`config.mk`:
```
export PLATFORM = sky130hd
export DESIGN_NAME = sa_sum_collector
export DESIGN_NICKNAME = d
export VERILOG_FILES = /design/src/rtl/sa_sum_collector.sv
export SDC_FILE = /design/constraint.sdc
export NUM_CORES = 1
export LEC_CHECK = 0
export CORE_UTILIZATION = 50
export CTS_CLUSTER_SIZE = 24
export DETAILED_ROUTE_END_ITERATION = 10
export GPL_TIMING_DRIVEN = 0
export PLACE_DENSITY_LB_ADDON = 0.1
export SYNTH_ARGS = -nofsm -noshare
export SYNTH_HDL_FRONTEND = slang
export SYNTH_SLANG_ARGS = --single-unit
export TNS_END_PERCENT = 1
```
`constraint.sdc`:
```
create_clock -name clk -period 2.7 [get_ports clk]
set_input_delay 0.27 -clock clk [delete_from_list [all_inputs] [get_ports clk]]
set_output_delay 0.27 -clock clk [all_outputs]
set_load 0.01 [all_outputs]
```
`src/rtl/sa_sum_collector.sv`:
```
// Receive side of the serial adder link: shifts in an LSB-first sum frame plus carry-out
// and holds the WIDTH+1-bit result behind a valid/ack handshake. Optional checker: SA_COLLECT_ERR_EN.
module sa_sum_collector #(
   parameter int WIDTH = 4
) (
   input  logic             clk,
   input  logic             rst,
   input  logic             start,
   input  logic             bit_in,
   input  logic             bit_vld,
   input  logic             co_in,
   input  logic             done_in,
   output logic [WIDTH:0]   result,
   output logic             result_valid,
   input  logic             result_ack,
   output logic             busy,
   output logic             err
);

   localparam int CW = $clog2(WIDTH + 1);

   typedef enum logic [1:0] {IDLE, COLLECT, HOLD} state_t;

   state_t           state;
   logic [CW-1:0]    count;
   logic [WIDTH-1:0] shreg;
   logic             last_bit;

   // Edge that accepts the final bit of the frame; start pre-empts it.
   assign last_bit = (state == COLLECT) && !start && bit_vld && (count == CW'(WIDTH - 1));

   always_ff @(posedge clk or negedge rst) begin
      if (!rst) begin
         state        <= IDLE;
         count        <= '0;
         shreg        <= '0;
         result       <= '0;
         result_valid <= 1'b0;
         busy         <= 1'b0;
      end else begin
         case (state)
            IDLE: begin
               if (start) begin
                  shreg <= '0;
                  count <= '0;
                  state <= COLLECT;
                  busy  <= 1'b1;
               end
            end
            COLLECT: begin
               if (start) begin
                  shreg <= '0;
                  count <= '0;
               end else if (bit_vld) begin
                  shreg <= {bit_in, shreg[WIDTH-1:1]};
                  if (last_bit) begin
                     result       <= {co_in, bit_in, shreg[WIDTH-1:1]};
                     result_valid <= 1'b1;
                     count        <= '0;
                     state        <= HOLD;
                     busy         <= 1'b0;
                  end else begin
                     count <= count + CW'(1);
                  end
               end
            end
            HOLD: begin
               // A start without ack is dropped; with ack it opens the next frame directly.
               if (result_ack) begin
                  result_valid <= 1'b0;
                  if (start) begin
                     shreg <= '0;
                     count <= '0;
                     state <= COLLECT;
                     busy  <= 1'b1;
                  end else begin
                     state <= IDLE;
                  end
               end
            end
            default: begin
               state <= IDLE;
               busy  <= 1'b0;
            end
         endcase
      end
   end

`ifdef SA_COLLECT_ERR_EN
   always_ff @(posedge clk or negedge rst) begin
      if (!rst) begin
         err <= 1'b0;
      end else begin
         err <= ((state == IDLE) && bit_vld) ||
                ((state == COLLECT) && start) ||
                ((state == HOLD) && start && !result_ack) ||
                ((state == COLLECT) && done_in && !last_bit);
      end
   end
`else
   logic unused_done;
   assign unused_done = done_in;
   assign err         = 1'b0;
`endif

endmodule

```
---- Word level (Yosys, flattened, before mapping) ----
Cells that the tools add are included.
W data, S select, Z words.
storage, ports and cells
  flip-flop bits (word level) ............. 16
  bits in latches ......................... 0
  memory bits (writable) .................. 0
  ROM bits ................................ 0
  input bits .............................. 8
  output and inout port bits .............. 8
  logic and storage cells ................. 58
  memories ................................ 0
cells by class
  add/subtract/negate cells ............... 1
  multipliers ............................. 0
  div/mod/pow operators ................... 0
  order comparisons ....................... 0
  equality and inequality tests ........... 9
  shift-type cells ........................ 0
  multiplexer cells ....................... 29
  bitwise operators ....................... 1
  reduce and logical (&&, ||, !) cells .... 12
operator list
  operator               count
  $mux W4                4
  $mux W3                5
  $pmux W4 S3            1
  $mux W1                10
  $mux W2                5
  $ne A2 B2 Y1 const B   5
  $reduce_and A5 Y1      2
  $pmux W3 S3            1
  $reduce_and A4 Y1      2
  $pmux W2 S3            1
  $add A3 B1 Y3 const B  1
  $eq A3 B2 Y1 const B   1
  $logic_and A1 B1 Y1    3
  $ne A3 B3 Y1 const B   1
  $pmux W1 S3            1
  $reduce_and A3 Y1      1
  $reduce_bool A3 Y1     1
  $eq A2 B1 Y1 const B   1
  $eq A2 B2 Y1 const B   1
  $logic_not A2 Y1       1
  $pmux W1 S2            1
  $reduce_bool A2 Y1     1
  $logic_not A1 Y1       1
  $not A1 Y1             1

---- Depth between registers and ports, before layout ----
Gate-level depths: netlist (run 1).
  word-level depth ........................ 8
  depth in mapped cells ................... 4
  depth with buffers taken out ............ 4

---- Least setup slack after synthesis (run 1) ----
OpenSTA, ideal clock, no wires.
  kind .................................... flip-flop to flip-flop
  start point ............................. register count[0]
  end point ............................... register result[4]
  library setup time ...................... 128 ps
  data arrival time ....................... 1,158 ps
  data required time ...................... 2,572 ps
  path slack .............................. 1,415 ps
  stages on the path, launching flop included .. 5
  buffers on the path ..................... 0
  period minus slack after synthesis ...... 1,285 ps
  cells stage by stage .................... dfrtp_1 ha_1 nand2b_1 nor3_2 mux2_1
between the ends
  longest elaborated chain between the ends .. 3
RTL lines
  element                             line  RTL
  start: declaration                  25    logic [CW-1:0] count;
  start signal: assignment            63    count <= count + CW'(1);
  $eq A3 B2 Y1                        30    assign last_bit = (state == COLLECT) && !start && bit_vld && (count == CW'(WIDTH - 1));
  $logic_and A1 B1 Y1                 30
  $reduce_and A4 Y1 (no source line)  --
  end signal: assignment              57    result <= {co_in, bit_in, shreg[WIDTH-1:1]};
  end: declaration                    13    output logic [WIDTH:0] result,
No other way between the ends.
A chain may end at the register's enable or synchronous reset.

---- Worst setup path after layout (run 1) ----
  start point ............................. register busy
  end point ............................... output port busy
RTL lines
  element                   line  RTL
  start: declaration        16    output logic busy,
  start signal: assignment  39    busy <= 1'b0;
  start signal: assignment  47    busy <= 1'b1;
  start signal: assignment  61    busy <= 1'b0;
No word-level cell between the ends.

==> reports/qor.txt, run 1 <==
startpoint types: register
critical path depth in cells: 1
Mean Syn Cell Area: 13.4 um^2
Clock Latency Late Sink: 0.29 ns
Initial DRC Count: 16
Unique masters post-synth: 26
Placeable Area: 1300 um^2
status: completed
clk_skew: 0.00401 ns
crit share post-route: 0.546
most frequent cells in the layout: 15 x dfrtp_1, 13 x clkdlybuf4s50_1, 4 x mux2_4
final count of hold timing violations: 0
slowest stage delay, CP: 0.54 ns
H-tree depth: 1
measured slew at the worst slew-check pin: 0.680 ns
port buffer count: 13
non-filler cells, final: 84
Max VDD drop: 407 uV
initial core utilization: 0.534
#FFs+latches synth: 15
Area Overhead vs Synth: 25.2%
die area: 1540 um^2
antenna violations before repair: 0
Placer Congestion: 0.765
worst path cell trace: clkdlybuf4s50_1
fin crit period: 1.48 ns
synthesized cell area: 694 um^2
Slowest-stage cell, CP: clkdlybuf4s50_1
Crit path buffers/inverters: 1
DR pass1 iterations: 4
total grt overflow: 0
register area share after synthesis: 0.541
most common cell after layout, fill and taps aside: dfrtp_1
Worst-path clk slew: 0.09 ns
Num CTS Buffers: 3
RSZ-0062 raised after global routing: false
IO Count: 16
Syn Inst Count: 52
row count: 13
Static Leak: 0.425 nW
# fillers: 110
Final ANT Viol Nets: 0
Setup violations, final: 0
max-cap viol count: 0
post-synth top area share: 0.541
wire per inst: 16.5 um
vias in the first global route: 481
post-DP HPWL: 982 um
layout cells sized above 1: 0.203
Final nets: 79
Top Family by Delay on Critical Path: buffers and inverters
crit path DAT: 1.21 ns
Max clock buf depth: 2
CTS resizes: 0
Slew HR: 0.545
gr usage total: 0.221
TritonCTS clock tree: yes
Post-Syn Nets: 61
synthesis warning total: 0
Ant. Diodes: 0
Fmax: 678 MHz
Worst Hold Class: in2async
biggest area consumer among synthesized cells: dfrtp_1
DR vias/cell: 5.81
PD cells: 693 nW/um^2
FF-to-FF path depth: 4
Post-CTS Hold Buffers: 0
Setup TNS: 0 ns
Crit. End Element: primary output
Total Wirelength: 1390 um
Placed Cells: 80
WS Path Type: reg2out
Sink Count: 15
largest net degree at the start of global routing: 16
DIE HEIGHT: 39.3 um
Crit Path Max Fanout: 3
Root Driver: clkbuf_4
first-pass GRT wire length: 2180 um
via count: 488
max-slew violation count: 0
DIE WIDTH: 39.3 um
Post-CTS Setup Bufs: 0
Required @ worst endpoint: 2.43 ns
DR DRC count: 0
Synth area leaders: dfrtp_1 54%, mux2_4 8.6%, a32o_1 4.3%
-- metrics by stage --
step           setup slack, ns  area (um^2)  total power [mW]   util  hold WS [ns]
2_1_floorplan             1.41          694             0.391      -       -0.0256
3_3_place_gp             0.970          843             0.467  0.648         0.468
5_1_grt                   1.16          870             0.637  0.668         0.457
3_5_place_dp             0.958          843             0.476  0.648         0.478
4_1_cts                   1.22          870             0.607  0.668         0.413
6_report                  1.22          870             0.602  0.668         0.389
-- cell type report --
type | count | area, um^2 | share of cell area
Sequential cell | 15 | 375 | 0.432
Clock buffer | 4 | 26.3 | 0.0302
Tap cell | 15 | 18.8 | 0.0216
Timing Repair Buffer | 13 | 130 | 0.150
Multi-Input combinational cell | 32 | 293 | 0.337
Buffer | 2 | 15.0 | 0.0173
Inverter | 3 | 11.3 | 0.0129
-- sequential cells by signal, summed over array words and instances (netlist names) --
name,flops
state,2
result_valid,1
busy,1
result,5
shreg,3
count,3
-- cells by family (layout without fill, tap and decap cells) --
group / Yosys count / after routing / share of synthesized area
compound gates: 11 / 11 / 0.130
fa+ha+maj: 1 / 1 / 0.0180
buf+inv: 5 / 22 / 0.0378
flops: 15 / 15 / 0.541
mux: 5 / 5 / 0.103
other cells: 1 / 1 / 0.00540
simple gates: 14 / 14 / 0.166
-- Yosys cell counts --
library cell	number
a21oi_1	1
a31o_1	1
a31o_2	1
a32o_1	3
and3_1	2
and4bb_4	1
buf_4	2
conb_1	1
dfrtp_1	15
ha_1	1
inv_1	3
mux2_1	1
mux2_4	4
nand2_1	2
nand2_4	1
nand2b_1	2
nand3b_4	1
nand4_1	1
nor2b_1	2
nor3_2	1
nor4_1	1
o21ai_1	1
o22ai_1	1
o31ai_1	1
o32a_1	1
o32ai_1	1
-- power breakdown --
part           switching (mW)  internal, mW
Clock                  0.0716        0.0574
Sequential             0.0241         0.263
Combinational          0.0840         0.102
-- final timing paths --
kind                                start  slack (ns)        end
worst min-delay path                  rst        0.39  result[3]
worst max-delay path                 busy        1.22       busy
max in group asynchronous             rst        1.88  result[4]
worst min register to register  result[4]        0.50  result[4]
min in group clk                result[4]        0.50  result[4]
worst max register to register   count[0]        1.24  result[4]
-- routing by layer --
metal | global-route usage | vias up | share of wire
li1 | - | 225 | -
met1 | 0.274 | 244 | 0.46
met2 | 0.358 | 14 | 0.48
met3 | 0.0341 | 5 | 0.033
met4 | 0.129 | 0 | 0.026
met5 | 0 | - | 0
No activity file was read; power rests on OpenSTA's default activity.
==> run 2, diff against run 1 <==
- CORE_UTILIZATION: 50 -> 42
- clock period: 2.7 -> 1.3 ns (I/O delays scaled with it)
==> run 2 against run 1 <==
Effect of this change:
- critical endpoint is now result[3]
- count of clock-buffer cells in the layout is 1 lower
- sequential share of layout area is 3.8 points lower
- utilization is 4.3 points lower
- the run now ends with negative setup slack left
- largest cell class unchanged
- cell area up 9.6%
- highest routed layer unchanged
==> reports/qor.txt, run 2 (synthesis gave the netlist of run 1 again) <==
Max VDD drop: 1150 uV (was 407 uV)
Fmax: 756 MHz
most common cell after layout, fill and taps aside: dfrtp_1 (unchanged)
most frequent cells in the layout: 15 x dfrtp_1, 9 x buf_4, 8 x dlygate4sd2_1 (was 15 x dfrtp_1, 13 x clkdlybuf4s50_1, 4 x mux2_4)
DIE HEIGHT: 42.7 um (was 39.3 um)
Sink Count: 15 (unchanged)
worst path cell trace: and4bb_4 > nand2_4 > mux2_4 (was clkdlybuf4s50_1)
crit path DAT: 1.50 ns (was 1.21 ns)
violated checks: negative setup slack
Pint: 885 uW (was 423 uW)
Slew HR: 0.559 (was 0.545)
TritonCTS clock tree: yes (unchanged)
status: complete, but fails checks (was completed)
antenna violations before repair: 0 (unchanged)
layout cells sized above 1: 0.355 (was 0.203)
first-pass GRT wire length: 2110 um (was 2180 um)
max reg flops: 5 (unchanged)
combinational power share: 0.319 (was 0.309)
slowest stage delay, CP: 0.43 ns (was 0.54 ns)
WS Path Type: reg2reg (was reg2out)
wire per inst: 14.6 um (was 16.5 um)
biggest regs: result: 5 flops, count: 3 flops, shreg: 3 flops (unchanged)
max-slew violation count: 0 (unchanged)
Max clock buf depth: 2 (unchanged)
Required @ worst endpoint: 1.48 ns (was 2.43 ns)
Register Area: 375 um^2 (unchanged)
DR vias/cell: 5.36 (was 5.81)
total grt overflow: 0 (unchanged)
via count: 493 (was 488)
post-DP HPWL: 854 um (was 982 um)
Worst-path clk slew: 0.10 ns (was 0.09 ns)
H-tree depth: 1 (unchanged)
Ant. Diodes: 0 (unchanged)
Reg with most FFs: result (unchanged)
clk_skew: 0.00882 ns (was 0.00401 ns)
Area Overhead vs Synth: 37.3% (was 25.2%)
measured slew at the worst slew-check pin: 0.659 ns (was 0.680 ns)
port buffer count: 13 (unchanged)
Switching Fraction: 0.307 (was 0.298)
Crit Path Max Fanout: 5 (was 3)
FF-to-FF End: result[3] (was result[4])
final count of hold timing violations: 0 (unchanged)
Clock Latency Late Sink: 0.29 ns (about the same)
Num CTS Buffers: 3 (unchanged)
DR pass1 iterations: 2 (was 4)
Final Cell Area: 953 um^2 (was 870 um^2)
Placer Congestion: 0.730 (was 0.765)
fin crit period: 1.32 ns
DR DRC count: 0 (unchanged)
Crit path buffers/inverters: 0 (was 1)
Root Driver: clkbuf_4 (unchanged)
reg2reg start: state[1] (was count[0])
largest net degree at the start of global routing: 16 (unchanged)
NetSw: 392 uW (was 180 uW)
Slowest-stage cell, CP: dfrtp_1 (was clkdlybuf4s50_1)
die area: 1820 um^2 (was 1540 um^2)
Initial DRC Count: 5 (was 16)
Setup violations, final: 4 (was 0)
Reg power frac: 0.465 (was 0.477)
PD cells: 1340 nW/um^2 (was 693 nW/um^2)
Static Leak: 0.491 nW (was 0.425 nW)
row count: 14 (was 13)
DIE WIDTH: 42.7 um (was 39.3 um)
Final ANT Viol Nets: 0 (unchanged)
Placeable Area: 1520 um^2 (was 1300 um^2)
IO Count: 16 (unchanged)
crit path to: result[3] (was busy)
Worst Hold Class: in2async (unchanged)
crit share post-route: 1.02
critical path depth in cells: 3 (was 1)
CP startpoint: state[1] (was busy)
placed cell areas: 845 um^2 (was 843 um^2)
area occupied by multi-input gates: 329 um^2 (was 293 um^2)
initial core utilization: 0.456 (was 0.534)
reg2reg setup slack: -0.02 ns (was 1.24 ns)
Total Wirelength: 1340 um (was 1390 um)
Top Family by Delay on Critical Path: simple AND/OR/NAND/NOR gates (was buffers and inverters)
RSZ-0062 raised after global routing: true (was false)
FF-to-FF path depth: 3 (was 4)
Clock Power Share: 0.216 (was 0.214)
startpoint types: register (unchanged)
Tot Pwr: 1.28 mW (was 602 uW)
final worst setup slack: -0.0232 ns (was 1.22 ns)
# fillers: 139 (was 110)
max-cap viol count: 0 (unchanged)
gr usage total: 0.161 (was 0.221)
Final nets: 86 (was 79)
vias in the first global route: 476 (was 481)
Crit. End Element: register (was primary output)
[run 2: worst min-delay path by stage]
| stage | start | end | slack (ns) | cells past startpoint |
|---|---|---|---|---|
| floorplan | rst | busy | -0.17 | 0 |
| global placement | result[4] | result[4] | 0.47 | 1 |
| detailed placement | result[4] | result[4] | 0.48 | 1 |
| CTS | rst | result[1] | 0.25 | 1 |
| global route | rst | result[2] | 0.29 | 1 |
| finish | rst | result[2] | 0.23 | 1 |
[run 2: what timing repair did]
item	in CTS	in global routing
gates cloned	0	0
hold buffers	0	0
gates resized for setup	12	3
setup endpoints to repair	12	7
hold endpoints to repair	0	0
setup buffers	4	3
pin swaps	2	3
[run 2: power by group through the flow]
stage / Clock (mW) / Combinational, mW / Sequential [mW]
3_5_place_dp: 0 / 0.379 / 0.600
3_3_place_gp: 0 / 0.371 / 0.598
6_report: 0.276 / 0.407 / 0.594
5_1_grt: 0.305 / 0.446 / 0.603
4_1_cts: 0.290 / 0.376 / 0.588
2_1_floorplan: 0 / 0.194 / 0.619
[run 2: cell type report]
| type | count | share of cell area |
|---|---|---|
| inverter | 3 | 0.0118 |
| tap | 16 | 0.0210 |
| clock buffer | 3 | 0.0236 |
| clock inverter | 1 | 0.00787 |
| multi-input combinational | 32 | 0.345 |
| buffer | 2 | 0.0157 |
| timing repair buffer | 20 | 0.181 |
| sequential | 15 | 0.394 |
[run 2: through the flow]
step / hold WS [ns] / utilization / cells / setup slack [ns] / TNS, ns
6_report: 0.232 / 0.626 / 92 / -0.0232 / -0.0621
5_1_grt: 0.292 / 0.626 / 92 / -0.0864 / -0.382
4_1_cts: 0.253 / 0.597 / 89 / -0.0155 / -0.0435
3_5_place_dp: 0.475 / 0.554 / 81 / -0.283 / -2.21
3_3_place_gp: 0.467 / 0.554 / 81 / -0.291 / -2.26
2_1_floorplan: -0.166 / - / 52 / 0.0148 / 0
[run 2: metal layers]
layer  GRT usage  wire length (um)
met1       0.211               607
met2       0.242               660
met3      0.0255                48
met4       0.113                27
met5           0                 0
==> run 3, diff against run 2 <==
- TNS_END_PERCENT: 1 -> default
==> run 3 against run 2 <==
Effect of this change:
- the run still ends with negative setup slack left
- largest cell class unchanged
- highest routed layer unchanged
- final cell count increased by 2.2%
- global-route usage increased by 0.36 points
- sequential cell count unchanged
- die area unchanged
==> reports/qor.txt, run 3 (synthesis gave the netlist of run 1 again) <==
Root Driver: clkbuf_4 (unchanged)
DR pass1 iterations: 4 (was 2)
Slew HR: 0.567 (was 0.559)
status: complete, but fails checks (unchanged)
Ant. Diodes: 0 (unchanged)
Initial DRC Count: 3 (was 5)
clk_skew: 0.00759 ns (was 0.00882 ns)
violated checks: negative setup slack (unchanged)
Max VDD drop: 1160 uV (was 1150 uV)
DR vias/cell: 5.37 (was 5.36)
DR DRC count: 0 (unchanged)
# fillers: 137 (was 139)
max-slew violation count: 0 (unchanged)
H-tree depth: 1 (unchanged)
Crit. End Element: register (unchanged)
first-pass GRT wire length: 2170 um (was 2110 um)
measured slew at the worst slew-check pin: 0.648 ns (was 0.659 ns)
Worst-path clk slew: 0.10 ns (about the same)
Fmax: 756 MHz (about the same)
post-DP HPWL: 854 um (unchanged)
slowest stage delay, CP: 0.54 ns (was 0.43 ns)
startpoint types: input pin (was register)
reg2reg setup slack: -0.01 ns (was -0.02 ns)
Area Overhead vs Synth: 39.1% (was 37.3%)
vias in the first global route: 482 (was 476)
final worst setup slack: -0.0228 ns (was -0.0232 ns)
IO Count: 16 (unchanged)
max-cap viol count: 0 (unchanged)
Setup violations, final: 9 (was 4)
Crit Path Max Fanout: 6 (was 5)
antenna violations before repair: 0 (unchanged)
port buffer count: 13 (unchanged)
fin crit period: 1.32 ns (about the same)
Total Wirelength: 1340 um (unchanged)
total grt overflow: 0 (unchanged)
Num CTS Buffers: 3 (unchanged)
Top Family by Delay on Critical Path: buffers and inverters (was simple AND/OR/NAND/NOR gates)
Post-CTS Hold Buffers: 0 (unchanged)
Setup TNS: -0.0956 ns (was -0.0621 ns)
Worst Hold Class: in2async (unchanged)
final count of hold timing violations: 0 (unchanged)
Reg with most FFs: result (unchanged)
Crit path buffers/inverters: 1 (was 0)
biggest regs: result: 5 flops, count: 3 flops, shreg: 3 flops (unchanged)
largest net degree at the start of global routing: 16 (unchanged)
Switching Fraction: 0.305 (was 0.307)
combinational power share: 0.322 (was 0.319)
PD cells: 1330 nW/um^2 (was 1340 nW/um^2)
crit path DAT: 1.50 ns (about the same)
area occupied by multi-input gates: 325 um^2 (was 329 um^2)
final hold slack: 0.226 ns (was 0.232 ns)
Register Area: 375 um^2 (unchanged)
via count: 505 (was 493)
Static Leak: 0.498 nW (was 0.491 nW)
layout cells sized above 1: 0.359 (was 0.355)
initial core utilization: 0.456 (unchanged)
Final nets: 88 (was 86)
row count: 14 (unchanged)
NetSw: 391 uW (was 392 uW)
crit share post-route: 1.02 (about the same)
Max clock buf depth: 2 (unchanged)
Reg power frac: 0.461 (was 0.465)
max reg flops: 5 (unchanged)
gr usage total: 0.165 (was 0.161)
DIE HEIGHT: 42.7 um (unchanged)
Clock Latency Late Sink: 0.29 ns (about the same)
wire per inst: 14.3 um (was 14.6 um)
Placeable Area: 1520 um^2 (unchanged)
WS Path Type: in2reg (was reg2reg)
most frequent cells in the layout: 15 x dfrtp_1, 11 x buf_4, 7 x dlygate4sd2_1 (was 15 x dfrtp_1, 9 x buf_4, 8 x dlygate4sd2_1)
Final ANT Viol Nets: 0 (unchanged)
die area: 1820 um^2 (unchanged)
final core area utilization: 0.634 (was 0.626)
Required @ worst endpoint: 1.48 ns (about the same)
Sink Count: 15 (unchanged)
worst path cell trace: clkdlybuf4s50_1 > and4bb_4 > nand2_4 > mux2_4 (was and4bb_4 > nand2_4 > mux2_4)
Pint: 892 uW (was 885 uW)
Slowest-stage cell, CP: clkdlybuf4s50_1 (was dfrtp_1)
Clock Power Share: 0.216 (about the same)
TritonCTS clock tree: yes (unchanged)
RSZ-0062 raised after global routing: true (unchanged)
most common cell after layout, fill and taps aside: dfrtp_1 (unchanged)
Placer Congestion: 0.730 (unchanged)
DIE WIDTH: 42.7 um (unchanged)
run 3: repair_timing:
| action | in CTS | in global routing |
|---|---|---|
| endpoints found under the setup margin | 12 | 13 |
| pin swaps | 3 | 2 |
| gates resized for setup | 10 | 3 |
| buffers inserted | 6 | 3 |
run 3: final cells by class:
cell class              instances  share of cell area
flip-flops and latches         15               0.389
multi-input cells              32               0.337
repair buffers                 22               0.196
clock buffers                   3              0.0233
well taps                      16              0.0207
plain buffers                   2              0.0155
inverters                       3              0.0117
clock inverters                 1             0.00777
run 3: power groups by stage:
stage	Clock, mW	Combinational, mW	Sequential (mW)
floorplan	0	0.194	0.619
global placement	0	0.371	0.598
detailed placement	0	0.379	0.600
CTS	0.290	0.383	0.588
global route	0.305	0.451	0.603
finish	0.278	0.413	0.592
run 3: path summary, 6_finish.rpt:
| path | startpoint | end | depth (start not counted) |
|---|---|---|---|
| setup / recovery | start | result[3] | 4 |
| hold / removal | rst | result[2] | 1 |
| min in group clk | co_in | result[4] | 2 |
| max in group asynchronous | rst | result_valid | 1 |
| setup reg to reg | count[1] | result[3] | 4 |
| hold reg to reg | result_valid | result_valid | 1 |
run 3: through the flow:
step,total power [mW],cell area [um^2],setup slack [ns],std cells
after global placement,0.969,845,-0.291,81
after CTS,1.26,922,-0.0126,91
after global routing,1.36,966,-0.0888,94
after floorplan,0.813,694,0.0148,52
final,1.28,966,-0.0228,94
after detailed placement,0.980,845,-0.283,81
run 3: per-layer routing:
layer / global-route usage / vias to the layer above / routed length [um]
met1: 0.217 / 242 / 595
met2: 0.248 / 15 / 661
met3: 0.0255 / 5 / 49
met4: 0.113 / 0 / 38
met5: 0 / - / 0
li1: - / 243 / -
run 3: worst register-to-register path: cells and delay by family (launching register included):
family        cells  cell delay [ns]
fa+ha+maj         1             0.17
flops             1             0.41
mux               1             0.30
simple gates      2             0.32
